==> src/rtl/lsu_mem_ctrl_pkg.sv <==
// Shared types and helpers for the load/store sequencer: access size,
// lane masks, FSM state encoding and watchdog width.
package lsu_mem_ctrl_pkg;

  typedef enum logic [1:0] {
    DT_WORD = 2'b00,
    DT_BYTE = 2'b01,
    DT_HALF = 2'b10
  } data_type_e;

  typedef enum logic [1:0] {
    ST_IDLE  = 2'b00,
    ST_BEAT0 = 2'b01,
    ST_BEAT1 = 2'b10,
    ST_DONE  = 2'b11
  } lsu_state_e;

  localparam int WDOG_W = 8;

  // Encoding 2'b11 behaves as a byte access.
  function automatic logic [2:0] lsu_size(input logic [1:0] dt);
    case (dt)
      DT_WORD: return 3'd4;
      DT_HALF: return 3'd2;
      default: return 3'd1;
    endcase
  endfunction

  function automatic logic [3:0] lsu_mask(input logic [1:0] dt);
    case (dt)
      DT_WORD: return 4'b1111;
      DT_HALF: return 4'b0011;
      default: return 4'b0001;
    endcase
  endfunction

endpackage

==> src/rtl/lsu_mem_ctrl_if.sv <==
// Word-wide data-memory bus with a req/ack handshake; the LSU is the master.
interface lsu_mem_ctrl_if;

  logic        mem_req;
  logic        mem_we;
  logic [31:0] mem_addr;
  logic [3:0]  mem_be;
  logic [31:0] mem_wdata;
  logic        mem_ack;
  logic [31:0] mem_rdata;

  modport master (
    output mem_req, mem_we, mem_addr, mem_be, mem_wdata,
    input  mem_ack, mem_rdata
  );

  modport slave (
    input  mem_req, mem_we, mem_addr, mem_be, mem_wdata,
    output mem_ack, mem_rdata
  );

endinterface

==> src/rtl/lsu_mem_ctrl_align.sv <==
// Byte-lane alignment: builds the two-beat byte-enable field and store lanes,
// and extracts/zero-extends load data from the merged two-word window.
module lsu_mem_ctrl_align
  import lsu_mem_ctrl_pkg::*;
(
  input  logic [1:0]  dtype_i,
  input  logic [1:0]  off_i,
  input  logic [31:0] wdata_i,
  input  logic [63:0] rword_i,
  output logic [7:0]  be_o,
  output logic [63:0] wlanes_o,
  output logic [31:0] rdata_o
);

  logic [31:0] rsh;

  always_comb begin
    be_o     = 8'({4'b0000, lsu_mask(dtype_i)} << off_i);
    wlanes_o = {32'b0, wdata_i} << {off_i, 3'b000};
    rsh      = 32'(rword_i >> {off_i, 3'b000});
    case (dtype_i)
      DT_WORD: rdata_o = rsh;
      DT_HALF: rdata_o = {16'b0, rsh[15:0]};
      default: rdata_o = {24'b0, rsh[7:0]};
    endcase
  end

endmodule

==> src/rtl/lsu_mem_ctrl.sv <==
// Load/store sequencer: captures a memory-stage access, runs one or two bus
// beats (two when the access crosses a word), and stalls until it completes.
//
//   state    | meaning
//   ---------+-----------------------------------------------------------
//   ST_IDLE  | waiting; captures a new access when read/write is asserted
//   ST_BEAT0 | first bus beat at the word holding the start address
//   ST_BEAT1 | second beat at the next word (word-crossing accesses only)
//   ST_DONE  | completion cycle: stall released, rdata_valid or bus_err
module lsu_mem_ctrl
  import lsu_mem_ctrl_pkg::*;
#(
  parameter int unsigned MAX_WAIT = 255
) (
  input  logic           clk,
  input  logic           rst_n,
  input  logic           mem_read_i,
  input  logic           mem_write_i,
  input  logic [1:0]     data_type_i,
  input  logic [31:0]    addr_i,
  input  logic [31:0]    wdata_i,
  output logic           stall_o,
  output logic [31:0]    rdata_o,
  output logic           rdata_valid_o,
  output logic           bus_err_o,
  lsu_mem_ctrl_if.master bus
);

  localparam logic [WDOG_W-1:0] WDOG_LAST = WDOG_W'(MAX_WAIT - 1);

  lsu_state_e        state_q, state_d;
  logic [31:0]       addr_q, addr_d;
  logic [31:0]       wdata_q, wdata_d;
  logic [1:0]        dtype_q, dtype_d;
  logic              we_q, we_d;
  logic              split_q, split_d;
  logic [31:0]       w0_q, w0_d;
  logic [31:0]       w1_q, w1_d;
  logic [WDOG_W-1:0] wdog_q, wdog_d;
  logic              abort_q, abort_d;
  logic [31:0]       rdata_q, rdata_d;

  logic [7:0]  be8;
  logic [63:0] wlanes;
  logic [31:0] ld_data;
  logic [31:0] base_addr;
  logic        wdog_hit;
  logic        ld_ok;

  lsu_mem_ctrl_align u_align (
    .dtype_i  (dtype_q),
    .off_i    (addr_q[1:0]),
    .wdata_i  (wdata_q),
    .rword_i  ({w1_q, w0_q}),
    .be_o     (be8),
    .wlanes_o (wlanes),
    .rdata_o  (ld_data)
  );

  assign base_addr = {addr_q[31:2], 2'b00};
  assign wdog_hit  = (wdog_q == WDOG_LAST);
  assign ld_ok     = (state_q == ST_DONE) && !we_q && !abort_q;

  always_comb begin
    state_d = state_q;
    addr_d  = addr_q;
    wdata_d = wdata_q;
    dtype_d = dtype_q;
    we_d    = we_q;
    split_d = split_q;
    w0_d    = w0_q;
    w1_d    = w1_q;
    wdog_d  = '0;
    abort_d = 1'b0;
    rdata_d = rdata_q;
    case (state_q)
      ST_IDLE: begin
        if (mem_read_i || mem_write_i) begin
          addr_d  = addr_i;
          wdata_d = wdata_i;
          dtype_d = data_type_i;
          we_d    = mem_write_i;
          split_d = ({1'b0, addr_i[1:0]} + lsu_size(data_type_i)) > 3'd4;
          state_d = ST_BEAT0;
        end
      end
      ST_BEAT0: begin
        // An ack in the limit cycle takes priority over the abort.
        if (bus.mem_ack) begin
          w0_d    = bus.mem_rdata;
          state_d = split_q ? ST_BEAT1 : ST_DONE;
        end else if (wdog_hit) begin
          abort_d = 1'b1;
          state_d = ST_DONE;
        end else begin
          wdog_d = wdog_q + 1'b1;
        end
      end
      ST_BEAT1: begin
        if (bus.mem_ack) begin
          w1_d    = bus.mem_rdata;
          state_d = ST_DONE;
        end else if (wdog_hit) begin
          abort_d = 1'b1;
          state_d = ST_DONE;
        end else begin
          wdog_d = wdog_q + 1'b1;
        end
      end
      ST_DONE: begin
        if (ld_ok) rdata_d = ld_data;
        state_d = ST_IDLE;
      end
      default: state_d = ST_IDLE;
    endcase
  end

  always_ff @(posedge clk or negedge rst_n) begin
    if (!rst_n) begin
      state_q <= ST_IDLE;
      addr_q  <= '0;
      wdata_q <= '0;
      dtype_q <= '0;
      we_q    <= 1'b0;
      split_q <= 1'b0;
      w0_q    <= '0;
      w1_q    <= '0;
      wdog_q  <= '0;
      abort_q <= 1'b0;
      rdata_q <= '0;
    end else begin
      state_q <= state_d;
      addr_q  <= addr_d;
      wdata_q <= wdata_d;
      dtype_q <= dtype_d;
      we_q    <= we_d;
      split_q <= split_d;
      w0_q    <= w0_d;
      w1_q    <= w1_d;
      wdog_q  <= wdog_d;
      abort_q <= abort_d;
      rdata_q <= rdata_d;
    end
  end

  always_comb begin
    bus.mem_req   = 1'b0;
    bus.mem_we    = 1'b0;
    bus.mem_addr  = '0;
    bus.mem_be    = '0;
    bus.mem_wdata = '0;
    if (state_q == ST_BEAT0) begin
      bus.mem_req   = 1'b1;
      bus.mem_we    = we_q;
      bus.mem_addr  = base_addr;
      bus.mem_be    = be8[3:0];
      bus.mem_wdata = we_q ? wlanes[31:0] : '0;
    end else if (state_q == ST_BEAT1) begin
      bus.mem_req   = 1'b1;
      bus.mem_we    = we_q;
      bus.mem_addr  = base_addr + 32'd4;
      bus.mem_be    = be8[7:4];
      bus.mem_wdata = we_q ? wlanes[63:32] : '0;
    end
  end

  assign stall_o       = (mem_read_i || mem_write_i) && (state_q != ST_DONE);
  assign rdata_valid_o = ld_ok;
  assign bus_err_o     = (state_q == ST_DONE) && abort_q;
  assign rdata_o       = ld_ok ? ld_data : rdata_q;

endmodule

==> src/flat_wrapper.sv <==
// flat-port wrapper written by rule: the top's interface ports become plain ports
module lsu_mem_ctrl_flat import lsu_mem_ctrl_pkg::*;
#(
  parameter int unsigned MAX_WAIT = 255
)
  (clk, rst_n, mem_read_i, mem_write_i, data_type_i, addr_i, wdata_i, stall_o, rdata_o, rdata_valid_o, bus_err_o, bus_mem_req, bus_mem_we, bus_mem_addr, bus_mem_be, bus_mem_wdata, bus_mem_ack, bus_mem_rdata);
  lsu_mem_ctrl_if bus_i ();
  input  logic clk;
  input  logic rst_n;
  input  logic mem_read_i;
  input  logic mem_write_i;
  input  logic [1:0] data_type_i;
  input  logic [31:0] addr_i;
  input  logic [31:0] wdata_i;
  output logic stall_o;
  output logic [31:0] rdata_o;
  output logic rdata_valid_o;
  output logic bus_err_o;
  output wire logic [$bits(bus_i.mem_req)-1:0] bus_mem_req;
  output wire logic [$bits(bus_i.mem_we)-1:0] bus_mem_we;
  output wire logic [$bits(bus_i.mem_addr)-1:0] bus_mem_addr;
  output wire logic [$bits(bus_i.mem_be)-1:0] bus_mem_be;
  output wire logic [$bits(bus_i.mem_wdata)-1:0] bus_mem_wdata;
  input wire logic [$bits(bus_i.mem_ack)-1:0] bus_mem_ack;
  input wire logic [$bits(bus_i.mem_rdata)-1:0] bus_mem_rdata;
  assign bus_mem_req = bus_i.mem_req;
  assign bus_mem_we = bus_i.mem_we;
  assign bus_mem_addr = bus_i.mem_addr;
  assign bus_mem_be = bus_i.mem_be;
  assign bus_mem_wdata = bus_i.mem_wdata;
  assign bus_i.mem_ack = bus_mem_ack;
  assign bus_i.mem_rdata = bus_mem_rdata;
  lsu_mem_ctrl #(.MAX_WAIT(MAX_WAIT)) u_core (.clk(clk), .rst_n(rst_n), .mem_read_i(mem_read_i), .mem_write_i(mem_write_i), .data_type_i(data_type_i), .addr_i(addr_i), .wdata_i(wdata_i), .stall_o(stall_o), .rdata_o(rdata_o), .rdata_valid_o(rdata_valid_o), .bus_err_o(bus_err_o), .bus(bus_i));
endmodule
==> config.mk <==
export PLATFORM = sky130hd
export DESIGN_NAME = lsu_mem_ctrl_flat
export DESIGN_NICKNAME = d
export VERILOG_FILES = /design/src/rtl/lsu_mem_ctrl_pkg.sv /design/src/rtl/lsu_mem_ctrl_if.sv /design/src/rtl/lsu_mem_ctrl_align.sv /design/src/rtl/lsu_mem_ctrl.sv /design/src/flat_wrapper.sv
export SDC_FILE = /design/constraint.sdc
export NUM_CORES = 1
export LEC_CHECK = 0
export ABC_AREA = 1
export CORE_MARGIN = 2
export CORE_UTILIZATION = 53
export CTS_CLUSTER_DIAMETER = 40
export DETAILED_ROUTE_END_ITERATION = 10
export DONT_BUFFER_PORTS = 1
export GPL_TIMING_DRIVEN = 0
export PLACE_DENSITY = 0.66
export RECOVER_POWER = 100
export SYNTH_ARGS = -nofsm -noshare
export SYNTH_HDL_FRONTEND = slang
export SYNTH_SLANG_ARGS = --single-unit
==> constraint.sdc <==
create_clock -name clk -period 2.13 [get_ports clk]
set_input_delay 0.3195 -clock clk [delete_from_list [all_inputs] [get_ports clk]]
set_output_delay 0.3195 -clock clk [all_outputs]
set_load 0.02 [all_outputs]
==> results of run 1 <==
worst paths after layout:
path,cells past startpoint,startpoint,endpoint,slack (ns)
hold / removal,0,rst_n,u_core.rdata_q[27],-0.43
hold reg to reg,2,u_core.rdata_q[13],u_core.rdata_q[13],0.49
min in group clk,2,wdata_i[5],u_core.wdata_q[5],0
setup / recovery,8,u_core.state_q[0],bus_mem_addr[23],-0.19
setup reg to reg,7,u_core.state_q[1],u_core.w1_q[20],0.21
max in group asynchronous,0,rst_n,u_core.state_q[0],2.36
layout make-up:
type                       instances  area share
tap                              225      0.0233
clock buffer                      23      0.0387
clock inverter                     9     0.00962
timing repair inverter             1    0.000620
timing repair buffer              46      0.0354
antenna                            1    0.000207
inverter                         112      0.0364
buffer                            67      0.0394
multi-input combinational        942       0.471
sequential                       167       0.346
cell usage after synthesis (2+ instances only):
| master | n | share of area |
|---|---|---|
| nor2_1 | 98 | 0.039 |
| nand2_4 | 5 | 0.0059 |
| inv_1 | 101 | 0.040 |
| nand2_1 | 449 | 0.18 |
| o22ai_1 | 17 | 0.011 |
| o221ai_2 | 2 | 0.0032 |
| clkbuf_1 | 20 | 0.0079 |
| mux2i_1 | 2 | 0.0021 |
| buf_4 | 11 | 0.0087 |
| xor2_1 | 3 | 0.0028 |
| buf_2 | 28 | 0.015 |
| o22a_1 | 14 | 0.013 |
| a21oi_1 | 31 | 0.016 |
| nor2_2 | 6 | 0.0039 |
| nand2_2 | 8 | 0.0053 |
| o211ai_1 | 8 | 0.0063 |
| dfrtp_1 | 167 | 0.44 |
| nor2_4 | 9 | 0.011 |
| nand3_2 | 3 | 0.0032 |
| nand3_1 | 57 | 0.030 |
| buf_6 | 8 | 0.0095 |
| o21ai_1 | 42 | 0.022 |
| o221ai_1 | 6 | 0.0055 |
| nor3_1 | 3 | 0.0016 |
| inv_2 | 9 | 0.0036 |
| nor2_8 | 4 | 0.0084 |
| ha_1 | 9 | 0.012 |
| nand4_1 | 4 | 0.0026 |
| o21ai_0 | 146 | 0.077 |
registers in the layout, indices dropped and copies added (netlist names):
signal and flops:
u_core.state_q 2, u_core.addr_q 32, u_core.rdata_q 32, u_core.w1_q 24, u_core.we_q 1, u_core.wdog_q 8, u_core.abort_q 1, u_core.split_q 1
u_core.wdata_q 32, u_core.w0_q 32, u_core.dtype_q 2
layer usage:
metal	share of wire	global-route usage	routed length, microns
met5	0	0	0
met4	0.020	0.0833	645
met3	0.11	0.0987	3360
met2	0.45	0.491	14200
met1	0.42	0.453	13400
report_power, final:
part,total (mW),internal (mW),switching [mW]
Sequential,5.77,4.56,1.20
Combinational,11.4,3.54,7.83
Clock,3.15,1.80,1.34
Total,20.3,9.91,10.4
metrics by stage:
step | instance area (sq um) | utilization | hold slack [ns]
4_1_cts | 11600 | 0.664 | -0.431
6_report | 12100 | 0.695 | -0.430
3_3_place_gp | 9790 | 0.562 | 0.0285
5_1_grt | 12100 | 0.695 | -0.444
3_5_place_dp | 9790 | 0.562 | 0.0275
2_1_floorplan | 9510 | - | 0.0239
worst max-delay path, cell delays in order (launching register included):
cell     delay (ns)
dfrtp_2        0.45
ha_4           0.23
inv_8          0.09
nand2_4        0.07
nor2_8         0.13
nand3_4        0.14
inv_2          0.11
a21oi_1        0.08
nor2_2         0.27
logic make-up (layout without fill, tap and decap cells):
logic type | count (synthesis) | in the layout | share of synthesized area
AOI/OAI and AO/OA | 272 | 272 | 0.160
xor gates and xnor gates | 4 | 4 | 0.00369
adders and majority gates | 10 | 10 | 0.0140
buffers and inverters | 180 | 258 | 0.0870
DFF | 167 | 167 | 0.440
muxes | 3 | 3 | 0.00329
other | 1 | 3 | 0.000395
and+or+nand+nor | 651 | 651 | 0.292
cells in the final DEF, fill, tap and decap left out, types with 4 or more instances in the layout:
cell           count
o211ai_1           8
buf_4             45
ha_1               5
o21ai_1           34
nand3_1           44
clkbuf_1          18
nand2_4           12
nor2_1            69
nor2_2            14
o21ai_2            7
o221ai_4           7
dlygate4sd3_1     13
o22a_1            14
dfrtp_1          165
nand2_1          414
nand3_2           14
buf_2             19
o22ai_4           17
a21oi_2           12
nand4_1            4
inv_1             97
buf_12             4
nor2_8             4
inv_2             10
o21ai_0          123
buf_6              9
nor2_4            30
buf_8              4
nand2_2           34
o21ai_4           24
clkbuf_16         18
a21oi_1           16
what timing repair did:
item / CTS / global route
hold buffers: 12 / 1
setup buffers: 20 / 12
setup endpoints to repair: 98 / 98
resized for setup: 218 / 107
hold endpoints to repair: 179 / 168
pin swaps: 64 / 45
cloned: 1 / 1
==> metrics.txt, run 1 <==
status finished, violations left; violated checks negative hold slack, negative setup slack; vias in the first global route between 8000 and 9000; chip width ~140 microns; worst-case clock buffer depth 2; Detailed Route WL around 32 mm; Fmax about 430 MHz; minimum clock period around 2.3 ns; Clk Latency, worst-skew pair approximately 0.44 ns; critical path data required time 1.81 ns; Setup Skew approximately 0.0094 ns; vias post-DR a little over 9000; power per cell area between 1500 and 2000 mW/mm^2; # IOs around 210; MaxCap Viol Count 0; first-pass GRT wire length around 47 mm; DPL Wire Length between 20 and 25 mm; Slew HR 0.554; DIE HEIGHT 138 microns; critical path class register to primary output; clk slew on worst S/H paths ~0.070 ns; Slew Limit Fails 0; largest net degree at the start of global routing about 170; Crit. End Element primary output; Root Driver clkbuf_16; Startpoint Class register; Netlist cell types 47; CP arrival around 2 ns; worst-margin pin slew roughly 0.67 ns; Max VDD drop ~910 uV; Finished Layout Cells between 1500 and 2000; DRT antenna net count 0; synth warn 0; share of layout cells above drive strength 1 0.239; leak pwr approximately 5.6 nW; Min Hold Slack -0.430 ns; # fillers ~1400; Port Buf Inserts 0; clock tree sinks roughly 170; 1st-pass router iterations 5; initial antenna violation count 1; register area 0.00418 sq mm; DP Worst Slack -0.151 ns; CTS tree built; wire length per cell about 20 microns; die footprint around 0.019 sq mm; sequential fraction of the synthesis area 0.440; final period utilization 1.09; setup violators final 90; Tot Pwr roughly 20 mW; ys async rst share 1.00; Initial Util 0.546; Crit Path Max Fanout 7; # DRC 0; HP Class input port to asynchronous set/reset pin; area of the multi-input gates ~0.0057 sq mm; Layout area overhead 27.3%; Nets 1467; final worst setup slack -0.195 ns; row cnt 48; synthesized area between 0.009 and 0.01 sq mm; Seq cells post-synth 167; Syn Area/Cell between 7 and 8 sq um; Total GRT Usage 0.324; ys flop type dfrtp_1; Synth Instances ~1300; GRT overflow 0; vias per inst slightly below 6; placed cell count 1514; RSZ-0062 raised after global routing true; Final Hold Viols approximately 170; Post-synth EDFFs 0; H-tree Lvls 4; Initial DRC Count approximately 940; area of the core 0.0174 sq mm; number of buffers created by CTS 17; global placement routability congestion a little under 1; Setup TNS Final -11.24 ns
Note: power is estimated with default switching activity, not from simulation.
==> run 2, diff against run 1 <==
==> constraint.sdc (replaced) <==
create_clock -name clk -period 2.13 [get_ports clk]
set_input_delay 0.639 -clock clk [delete_from_list [all_inputs] [get_ports clk]]
set_output_delay 0.639 -clock clk [all_outputs]
set_load 0.02 [all_outputs]
==> run 2 against run 1 <==
Compared with the run above:
- the run still ends with negative hold slack, negative setup slack left
- clock power shrank 3%
- clock skew shrank 0.0014 ns
- first-iteration DRC count shrank 11%
- hold slack gained 0.32 ns
- critical endpoint is now bus_mem_addr[20]
- critical path type unchanged
- final cell count grew 1.1%
- register-to-register slack lost 0.10 ns
- power grew 9.5%
==> metrics.txt, run 2 (synthesis gave the netlist of run 1 again) <==
cells along the critical path ha_4, inv_8, nand2_4, nor2_4, nand2_2, nor2_4, nand2_2, nand2_2, nand2_2, nor2_4; Tot Pwr 22.2 mW (+9.5%); Slew Limit Fails 0 (unchanged); Min Hold Slack -0.112 ns (+0.318 ns); HP Class input port to asynchronous set/reset pin; clk slew on worst S/H paths 0.07 ns (about the same); Layout Utilization 0.760 (+0.0653); share of layout cells above drive strength 1 0.312 (+0.0727); DRT antenna net count 0 (unchanged); vias in the first global route 8932 (+6.0%); 1st-pass router iterations 6 (+1); DPL Wire Length 22.1 mm (+3.4%); Layout area overhead 39.3%; violated checks negative hold slack, negative setup slack; Startpoint Class register; Port Buf Inserts 0 (unchanged); Max VDD drop 1000 uV (+10%); DP Worst Slack -0.496 ns (-0.345 ns); # DRC 0 (unchanged); CP arrival 2.00 ns (about the same); die footprint 0.0190 sq mm (unchanged); Fmax 379 MHz (-12%); MaxCap Viol Count 0 (unchanged); area of the multi-input gates 0.00638 sq mm (+12%); chip width 138 microns (unchanged); status finished, violations left; Bufs and invs on worst path 1 (-1); most common cell after layout, fill and taps aside nand2_1; initial antenna violation count 1 (unchanged); vias per inst 5.96 (+2.9%); minimum clock period 2.64 ns (+0.315 ns); register area 0.00418 sq mm (about the same); power per cell area 1680 mW/mm^2 (about the same); Slew HR 0.528 (-0.0264); wire length per cell 21.7 microns (+9.4%); RSZ-0062 raised after global routing true; vias post-DR 9597 (+4.1%); Root Driver clkbuf_16; most frequent cells in the layout nand2_1, dfrtp_1, o21ai_0; Setup Skew 0.00800 ns (-0.00136 ns); clock tree sinks 167 (unchanged); # fillers 1225 (-15%); CTS tree built; Final Hold Viols 167 (unchanged); Nets 1485 (+1.2%); Initial DRC Count 839 (-11%); H-tree Lvls 4 (unchanged); worst-case clock buffer depth 2 (unchanged); reg2reg setup slack 0.11 ns (-0.10 ns); DIE HEIGHT 138 microns (unchanged); worst-margin pin slew 0.708 ns (+0.0396 ns); critical path data required time 1.49 ns (-0.32 ns); setup violators final 101 (+12%); Initial Util 0.546 (unchanged); Clk Latency, worst-skew pair 0.44 ns (about the same); GRT overflow 0 (unchanged); largest net degree at the start of global routing 168 (unchanged); final worst setup slack -0.510 ns (-0.315 ns); slowest CP cell dfrtp_2; # IOs 208 (unchanged); leak pwr 5.92 nW (+6.2%); first-pass GRT wire length 50.1 mm (+7.0%); critical path's most frequent cell nand2_2; max incr delay on CP 0.45 ns (about the same); critical path class register to primary output; Total GRT Usage 0.352 (+0.0286); family with the most delay on the worst path simple AND/OR/NAND/NOR gates; Detailed Route WL 35.0 mm (+11%); Crit. End Element primary output; global placement routability congestion 0.942 (-2.5%); Crit Path Max Fanout 6 (-1); row cnt 48 (unchanged); final period utilization 1.24 (+0.148); number of buffers created by CTS 17 (unchanged); area of the core 0.0174 sq mm (unchanged)
## run 2: where the power goes
group          internal [mW]  switching [mW]  total (mW)
Clock                   1.58            1.48        3.06
Sequential              4.57            1.40        5.97
Combinational           4.45            8.74        13.2
## run 2: metal layers
metal / global-route usage / up-vias / part of all wire
li1: - / 4338 / -
met4: 0.122 / 0 / 0.030
met5: 0 / - / 0
met3: 0.0954 / 96 / 0.093
met1: 0.481 / 4678 / 0.41
met2: 0.543 / 485 / 0.47
## run 2: through the flow
stage               instances  instance area [sq um]  TNS [ns]
finish                   1611                  13200    -40.76
floorplan                1289                   9840    -0.804
global route             1610                  13200    -47.72
global placement         1514                  10100    -25.79
CTS                      1598                  12700    -39.37
detailed placement       1514                  10100    -25.89
## run 2: final cells by class
cell class | count | share of cell area
clock buffer | 18 | 0.0332
multi-input combinational | 942 | 0.482
sequential | 167 | 0.316
timing repair buffer | 64 | 0.0543
buffer | 66 | 0.0459
clock inverter | 14 | 0.0105
inverter | 112 | 0.0356
antenna | 1 | 0.000189
tap | 225 | 0.0213
timing repair inverter | 2 | 0.00123
## run 2: path summary, 6_finish.rpt
| check | start | to | depth (start not counted) |
|---|---|---|---|
| worst min register to register | u_core.w0_q[1] | u_core.w0_q[1] | 2 |
| worst max-delay path | u_core.state_q[0] | bus_mem_addr[20] | 10 |
| max in group asynchronous | rst_n | u_core.state_q[0] | 0 |
| worst max register to register | u_core.state_q[1] | u_core.w1_q[8] | 9 |
| min in group clk | addr_i[15] | u_core.addr_q[15] | 2 |
| worst min-delay path | rst_n | u_core.rdata_q[2] | 0 |
## run 2: repair_timing
item | CTS | global route
buffers inserted | 45 | 15
setup endpoints to repair | 101 | 113
gates cloned | 8 | 0
endpoints found under the hold margin | 167 | 167
gates resized for setup | 357 | 101
pin swaps | 98 | 47
